**src/rtl/mii_tx_scheduler_if.sv**
```systemverilog
// Requester/lane bundle for the MII TX scheduler.
// master = frame sources and lane observer, slave = scheduler.
interface mii_tx_scheduler_if #(
  parameter int N_REQ = 2
);
  logic [N_REQ-1:0]    i_req_valid;
  logic [N_REQ*64-1:0] i_req_data;
  logic [N_REQ-1:0]    i_req_last;
  logic [N_REQ*4-1:0]  i_req_bytes;
  logic [N_REQ-1:0]    o_req_ready;
  logic [63:0]         o_tx_data;
  logic [7:0]          o_tx_ctrl;
  logic [N_REQ-1:0]    o_grant;
  logic                o_len_err;
  logic                o_underrun;

  modport master (
    output i_req_valid, i_req_data,
    output i_req_last, i_req_bytes,
    input  o_req_ready, o_tx_data, o_tx_ctrl,
    input  o_grant, o_len_err, o_underrun
  );

  modport slave (
    input  i_req_valid, i_req_data,
    input  i_req_last, i_req_bytes,
    output o_req_ready, o_tx_data, o_tx_ctrl,
    output o_grant, o_len_err, o_underrun
  );
endinterface

```
**src/rtl/mii_tx_scheduler.sv**
```systemverilog
// Round-robin frame scheduler for one 64-bit/8-lane MII TX lane.
// Frames: START, data, TERM, then an enforced idle inter-frame gap.
module mii_tx_scheduler #(
  parameter int N_REQ       = 2,
  parameter int IFG_BYTES   = 12,
  parameter int MIN_PAYLOAD = 46,
  parameter int MAX_PAYLOAD = 1500
) (
  input logic clk,
  input logic i_rst,
  mii_tx_scheduler_if.slave bus
);
  localparam int PW = (N_REQ > 1) ? $clog2(N_REQ) : 1;
  localparam logic [63:0] IDLE_W  = {8{8'h07}};
  localparam logic [63:0] START_W = 64'hD555555555555_5FB;
  localparam logic [63:0] TERM_W  = 64'h07070707070707FD;
  localparam logic [63:0] ERR_W   = {8{8'hFE}};

  typedef enum logic [2:0] {
    S_IDLE, S_START, S_DATA, S_TERM, S_FLUSH, S_IFG
  } state_t;

  state_t           state;
  logic [PW-1:0]    rr_ptr;
  logic [PW-1:0]    owner;
  logic [5:0]       ifg_cnt;
  logic [10:0]      payload;
  logic [63:0]      tx_data;
  logic [7:0]       tx_ctrl;
  logic [N_REQ-1:0] ready;
  logic [N_REQ-1:0] grant;
  logic             len_err;
  logic             underrun;

  logic             found;
  logic [PW-1:0]    pick;
  logic [PW-1:0]    ptr_next;
  logic             launch;
  logic             cur_valid;
  logic             cur_last;
  logic [63:0]      cur_data;
  logic [3:0]       raw_k;
  logic [3:0]       cur_k;
  logic [63:0]      term_data;
  logic [7:0]       term_ctrl;
  logic [11:0]      pay_add8;
  logic [10:0]      pay_sat8;
  logic [11:0]      pay_last;
  logic             bad_last;
  logic             bad_term;
  logic [6:0]       ifg_add;
  logic [5:0]       ifg_sat;
  logic             ifg_ok;
  logic             ifg_next_ok;

  function automatic logic [N_REQ-1:0] onehot(
    input logic [PW-1:0] i
  );
    onehot = '0;
    onehot[i] = 1'b1;
  endfunction

  // first valid requester at or after the round-robin pointer
  always_comb begin
    found = 1'b0;
    pick  = '0;
    for (int i = 0; i < N_REQ; i++) begin
      if (!found &&
          bus.i_req_valid[(int'(rr_ptr) + i) % N_REQ]) begin
        found = 1'b1;
        pick  = PW'((int'(rr_ptr) + i) % N_REQ);
      end
    end
    ptr_next = PW'((int'(pick) + 1) % N_REQ);
  end

  always_comb begin
    cur_valid = bus.i_req_valid[owner];
    cur_last  = bus.i_req_last[owner];
    cur_data  = bus.i_req_data[int'(owner)*64 +: 64];
    raw_k     = bus.i_req_bytes[int'(owner)*4 +: 4];
    cur_k     = (raw_k == 4'd0 || raw_k > 4'd8) ? 4'd8 : raw_k;
  end

  always_comb begin
    term_data = IDLE_W;
    term_ctrl = 8'hFF;
    for (int j = 0; j < 8; j++) begin
      if (4'(j) < cur_k) begin
        term_data[j*8 +: 8] = cur_data[j*8 +: 8];
        term_ctrl[j]        = 1'b0;
      end else if (4'(j) == cur_k) begin
        term_data[j*8 +: 8] = 8'hFD;
      end
    end
  end

  always_comb begin
    pay_add8 = {1'b0, payload} + 12'd8;
    pay_sat8 = pay_add8[11] ? 11'h7FF : pay_add8[10:0];
    pay_last = {1'b0, payload} + {8'b0, cur_k};
    bad_last = (pay_last < 12'(MIN_PAYLOAD)) ||
               (pay_last > 12'(MAX_PAYLOAD));
    bad_term = ({1'b0, payload} < 12'(MIN_PAYLOAD)) ||
               ({1'b0, payload} > 12'(MAX_PAYLOAD));
    ifg_add     = {1'b0, ifg_cnt} + 7'd8;
    ifg_sat     = ifg_add[6] ? 6'h3F : ifg_add[5:0];
    ifg_ok      = ifg_cnt >= 6'(IFG_BYTES);
    ifg_next_ok = ifg_sat >= 6'(IFG_BYTES);
    // a finishing gap may hand the lane straight to the next frame
    launch = found &&
             ((state == S_IDLE && ifg_ok) ||
              (state == S_IFG && ifg_next_ok));
  end

  always_ff @(posedge clk or posedge i_rst) begin
    if (i_rst) begin
      state    <= S_IDLE;
      rr_ptr   <= '0;
      owner    <= '0;
      ifg_cnt  <= 6'(IFG_BYTES);
      payload  <= '0;
      tx_data  <= IDLE_W;
      tx_ctrl  <= 8'hFF;
      ready    <= '0;
      grant    <= '0;
      len_err  <= 1'b0;
      underrun <= 1'b0;
    end else begin
      len_err  <= 1'b0;
      underrun <= 1'b0;
      tx_data  <= IDLE_W;
      tx_ctrl  <= 8'hFF;
      unique case (state)
        S_IDLE: begin
        end
        S_START: begin
          tx_data <= START_W;
          tx_ctrl <= 8'h01;
          ready   <= onehot(owner);
          payload <= '0;
          state   <= S_DATA;
        end
        S_DATA: begin
          if (!cur_valid) begin
            tx_data  <= ERR_W;
            underrun <= 1'b1;
            ifg_cnt  <= '0;
            state    <= S_FLUSH;
          end else if (!cur_last) begin
            tx_data <= cur_data;
            tx_ctrl <= 8'h00;
            payload <= pay_sat8;
          end else if (cur_k == 4'd8) begin
            tx_data <= cur_data;
            tx_ctrl <= 8'h00;
            payload <= pay_sat8;
            ready   <= '0;
            state   <= S_TERM;
          end else begin
            tx_data <= term_data;
            tx_ctrl <= term_ctrl;
            len_err <= bad_last;
            ifg_cnt <= 6'd7 - {2'b0, cur_k};
            ready   <= '0;
            state   <= S_IFG;
          end
        end
        S_TERM: begin
          tx_data <= TERM_W;
          tx_ctrl <= 8'hFF;
          len_err <= bad_term;
          ifg_cnt <= 6'd7;
          state   <= S_IFG;
        end
        S_FLUSH: begin
          ifg_cnt <= ifg_sat;
          if (cur_valid && cur_last) begin
            ready <= '0;
            state <= S_IFG;
          end
        end
        S_IFG: begin
          ifg_cnt <= ifg_sat;
          if (ifg_next_ok) begin
            grant <= '0;
            state <= S_IDLE;
          end
        end
        default: state <= S_IDLE;
      endcase
      if (launch) begin
        owner  <= pick;
        grant  <= onehot(pick);
        rr_ptr <= ptr_next;
        state  <= S_START;
      end
    end
  end

  assign bus.o_req_ready = ready;
  assign bus.o_tx_data   = tx_data;
  assign bus.o_tx_ctrl   = tx_ctrl;
  assign bus.o_grant     = grant;
  assign bus.o_len_err   = len_err;
  assign bus.o_underrun  = underrun;
endmodule
```
**src/flat_wrapper.sv**
```systemverilog
// flat-port wrapper written by rule: the top's interface ports become plain ports
module mii_tx_scheduler_flat 
#(
  parameter int N_REQ       = 2,
  parameter int IFG_BYTES   = 12,
  parameter int MIN_PAYLOAD = 46,
  parameter int MAX_PAYLOAD = 1500
)
  (clk, i_rst, bus_i_req_valid, bus_i_req_data, bus_i_req_last, bus_i_req_bytes, bus_o_req_ready, bus_o_tx_data, bus_o_tx_ctrl, bus_o_grant, bus_o_len_err, bus_o_underrun);
  mii_tx_scheduler_if #(.N_REQ(N_REQ)) bus_i ();
  input logic clk;
  input logic i_rst;
  input wire logic [$bits(bus_i.i_req_valid)-1:0] bus_i_req_valid;
  input wire logic [$bits(bus_i.i_req_data)-1:0] bus_i_req_data;
  input wire logic [$bits(bus_i.i_req_last)-1:0] bus_i_req_last;
  input wire logic [$bits(bus_i.i_req_bytes)-1:0] bus_i_req_bytes;
  output wire logic [$bits(bus_i.o_req_ready)-1:0] bus_o_req_ready;
  output wire logic [$bits(bus_i.o_tx_data)-1:0] bus_o_tx_data;
  output wire logic [$bits(bus_i.o_tx_ctrl)-1:0] bus_o_tx_ctrl;
  output wire logic [$bits(bus_i.o_grant)-1:0] bus_o_grant;
  output wire logic [$bits(bus_i.o_len_err)-1:0] bus_o_len_err;
  output wire logic [$bits(bus_i.o_underrun)-1:0] bus_o_underrun;
  assign bus_i.i_req_valid = bus_i_req_valid;
  assign bus_i.i_req_data = bus_i_req_data;
  assign bus_i.i_req_last = bus_i_req_last;
  assign bus_i.i_req_bytes = bus_i_req_bytes;
  assign bus_o_req_ready = bus_i.o_req_ready;
  assign bus_o_tx_data = bus_i.o_tx_data;
  assign bus_o_tx_ctrl = bus_i.o_tx_ctrl;
  assign bus_o_grant = bus_i.o_grant;
  assign bus_o_len_err = bus_i.o_len_err;
  assign bus_o_underrun = bus_i.o_underrun;
  mii_tx_scheduler #(.N_REQ(N_REQ), .IFG_BYTES(IFG_BYTES), .MIN_PAYLOAD(MIN_PAYLOAD), .MAX_PAYLOAD(MAX_PAYLOAD)) u_core (.clk(clk), .i_rst(i_rst), .bus(bus_i));
endmodule
```
**config.mk**
```make
export PLATFORM = sky130hd
export DESIGN_NAME = mii_tx_scheduler_flat
export DESIGN_NICKNAME = d
export VERILOG_FILES = /design/src/rtl/mii_tx_scheduler_if.sv /design/src/rtl/mii_tx_scheduler.sv /design/src/flat_wrapper.sv
export SDC_FILE = /design/constraint.sdc
export NUM_CORES = 1
export LEC_CHECK = 0
export ABC_CLOCK_PERIOD_IN_PS = 7500
export BUFFER_PORTS_ARGS = -buffer_cell sky130_fd_sc_hd__buf_4
export CORE_ASPECT_RATIO = 0.9
export CORE_UTILIZATION = 28
export DETAILED_ROUTE_END_ITERATION = 6
export GPL_TIMING_DRIVEN = 1
export HOLD_SLACK_MARGIN = 0.08
export PLACE_DENSITY_LB_ADDON = 0.2
export SYNTH_ARGS = -nofsm -noshare
export SYNTH_HDL_FRONTEND = slang
export SYNTH_SLANG_ARGS = --single-unit
```
**constraint.sdc**
```tcl
create_clock -name clk -period 7.5 [get_ports clk]
set_clock_uncertainty 0.1 [all_clocks]
set_input_delay 0 -clock clk [delete_from_list [all_inputs] [get_ports clk]]
set_output_delay 0 -clock clk [all_outputs]
set_load 0.01 [all_outputs]
```
==> flow_metrics.tcl <==
set metrics [dict create \
    first_pass_iters 5 \
    relSlewSlack_pct 25.18 \
    gp_congestion 0.7975 \
    pre_cts_slack_ns 4.032 \
    hp-class "input pin to asynchronous set/reset pin" \
    irDropWorstVdd_mv 0.1074 \
    viasPerCell 4.937 \
    synthAdderAreaFrac_pct 1.997 \
    period_needed_ns 3.881 \
    cp_max_fo 63 \
    synthXorXnorAreaFrac_pct 0.9752 \
    wire_per_inst_um 17.09 \
    hpwl_um 14060 \
    antenna_found_initial 0 \
    placed_area_um2 7241 \
    grt_pass1_wl_um 30580 \
    routed_wl_um 19770 \
    cts_buffers 9 \
    max_freq_mhz 257.7 \
    utilization_pct 47.84 \
    clk_path_buf_depth 2 \
    synth_top_family_by_area "compound AO/OA/AOI/OAI gates" \
    fill_cells 1732 \
    yosys-mux-area-fraction_pct 13.79 \
    drc 0 \
    slew_violations 0 \
    vias 5712 \
    hold_slack_ns 0.08682 \
    synth_top_area_cell "dfrtp_1" \
    synth_edf_count 0 \
    grt_pass1_vias 5778 \
    grt_max_degree 72 \
    outcome "finished clean" \
    required_ns 7.68 \
    total_power_mw 1.267 \
    yosys.cell_types.count 62 \
    dieArea_um2 19810 \
    synth_commonest_cells "70 x nand2_1, 69 x a21oi_1, 62 x dfrtp_1, 39 x nor2_1, 36 x mux2i_1" \
    h-tree-depth 3 \
    yosysSeqAreaShare_pct 45.37 \
    path_clk_slew_ns 0.08 \
    cp.arrival_ns 4.06 \
    dp.cells 1005 \
    synth_area_leaders "dfrtp_1 29%, dfstp_2 17%, mux2_2 6.9%" \
    synthesis.area_um2 5389 \
    post_cts_buffers 0 \
    synth_most_common_cell "nand2_1" \
    syn_nets 721 \
    area_delta_synth_final_pct 65.47 \
    cp-start-kind "flop" \
    synth_compound_area_share_pct 18.32 \
    finalHoldViolations 0 \
    clkLatencyLatePin_ns 0.35 \
    ys_ff_latch 96 \
    synthCells 571 \
    cts_tree "built" \
    setup_viol 0 \
    io_pins 220 \
    rows 47 \
    ant_nets 0 \
    tns_ns 0 \
    rsz0062_at_grt "no" \
    async_flop_share_pct 100.0 \
    antenna_cells 0 \
    setup_ws_ns 3.619 \
    power_density_nw_per_um2 142.1 \
    yosysTopAreaCellShare_pct 28.79 \
    synthSimpleGateAreaFrac_pct 16.02 \
    cp-end-kind "flop" \
    synthFlopType "dfrtp_1" \
    clock_sinks 96 \
    nNetsFinal 1057 \
    worstMarginPinSlew_ns 1.116 \
    overflow 0 \
    cts-root-buf "clkbuf_16" \
    final_cell_count_no_fill 1157 \
    fp.dieW_um 148.2 \
    portBuffers 219 \
    maxCapViolations 0 \
    yosysWarnings 0 \
    drt_iter0_drc 244 \
    gr-usage-all-layers_pct 19.93 \
    drive_gt1_share_pct 35.64 \
    initial_core_util_pct 28.91 \
    final_area_um2 8917 \
    worst-setup-path-type "flop to flop" \
    period_share_pct 51.74 \
    syn_avg_cell_area_um2 9.438 \
    leakage_nw 4.078 \
    core-area_um2 18640 \
    die_y_um 133.6 \
]
[logic make-up after synthesis]
family | count (synthesis)
AOI/OAI and AO/OA | 163
xor gates and xnor gates | 6
adders and majority gates | 8
buffers and inverters | 45
DFF | 96
muxes | 70
and+or+nand+nor | 183
[repair_timing]
item,in CTS,in global routing
resized for setup,0,0
endpoints found under the hold margin,95,0
hold buffers,136,0
[cell type report]
cell class | count | area [um2] | share of cell area [%]
inverter | 11 | 43.79 | 0.4911
clock inverter | 7 | 90.09 | 1.010
timing repair buffer | 359 | 3035 | 34.04
clock buffer | 9 | 225.2 | 2.526
sequential | 96 | 2449 | 27.46
tap | 245 | 306.5 | 3.438
multi-input combinational | 430 | 2768 | 31.04
[routing by layer]
metal | GRT usage [%] | share of wire [%] | routed length, um
met1 | 25.33 | 44 | 8627
met2 | 33.39 | 48 | 9567
met3 | 4.760 | 6.0 | 1186
met4 | 5.899 | 2.0 | 392
met5 | 0 | 0 | 0
[placed cells by master, fill, tap and decap left out, types with 2 or more instances in the layout]
master           n
and3_1           5
clkinvlp_4       2
nor2b_1         10
o22ai_1          7
buf_4          223
clkbuf_16        9
a22oi_1          3
dlygate4sd3_1  136
dfrtp_1         61
ha_1             7
o21bai_1         3
nor3_2           2
a221oi_1         2
a211oi_1        11
nand3b_1         2
inv_2            2
inv_1            7
nand3_1         18
nor4_1           2
nand2_1         70
a21o_1           5
o21ai_0         23
xnor2_1          3
nand2_2          2
a31oi_1         12
nand2b_1         5
nor2_1          39
o21ai_1          8
a21oi_1         69
mux2_2          33
nor3_1          12
dfstp_2         34
mux2i_1         35
o31ai_1          5
xor2_1           3
and2_1           8
[sequential cells by signal, summed over array words and instances, names as in the netlist]
| name | flops |
|---|---|
| u_core.bus.o_tx_data | 64 |
| u_core.payload | 9 |
| u_core.bus.o_underrun | 1 |
| u_core.owner | 1 |
| u_core.ifg_cnt | 4 |
| u_core.bus.o_req_ready | 2 |
| u_core.bus.o_tx_ctrl | 8 |
| u_core.bus.o_grant | 2 |
| u_core.state | 3 |
| u_core.rr_ptr | 1 |
| u_core.bus.o_len_err | 1 |
[final timing paths]
kind	start	endpoint	slack, ns	cells after the start
max	u_core.owner	u_core.bus.o_tx_data[41]	3.62	8
min	i_rst	u_core.state[1]	0.09	3
max reg2reg	u_core.owner	u_core.bus.o_tx_data[41]	3.62	8
min reg2reg	u_core.bus.o_grant[1]	u_core.bus.o_grant[1]	0.48	2
max in group asynchronous	i_rst	u_core.owner	5.86	4
min in group clk	bus_i_req_bytes[3]	u_core.bus.o_tx_ctrl[5]	0.16	5
[power by group]
part	switching, mW	total [mW]	internal [mW]
Clock	0.221	0.486	0.266
Combinational	0.102	0.252	0.150
Sequential	0.00828	0.529	0.521
Total	0.331	1.27	0.936
[critical path, cell delays in order, from the launching register on]
cell and delay (ns):
dfrtp_4 0.65, buf_4 0.75, mux2i_1 0.25, dlygate4sd3_1 0.63, nand2_2 0.11, and2_1 0.37
nand3_1 0.13, a31o_1 0.23, dlygate4sd3_1 0.57
Note: power is estimated with default switching activity, not from simulation.
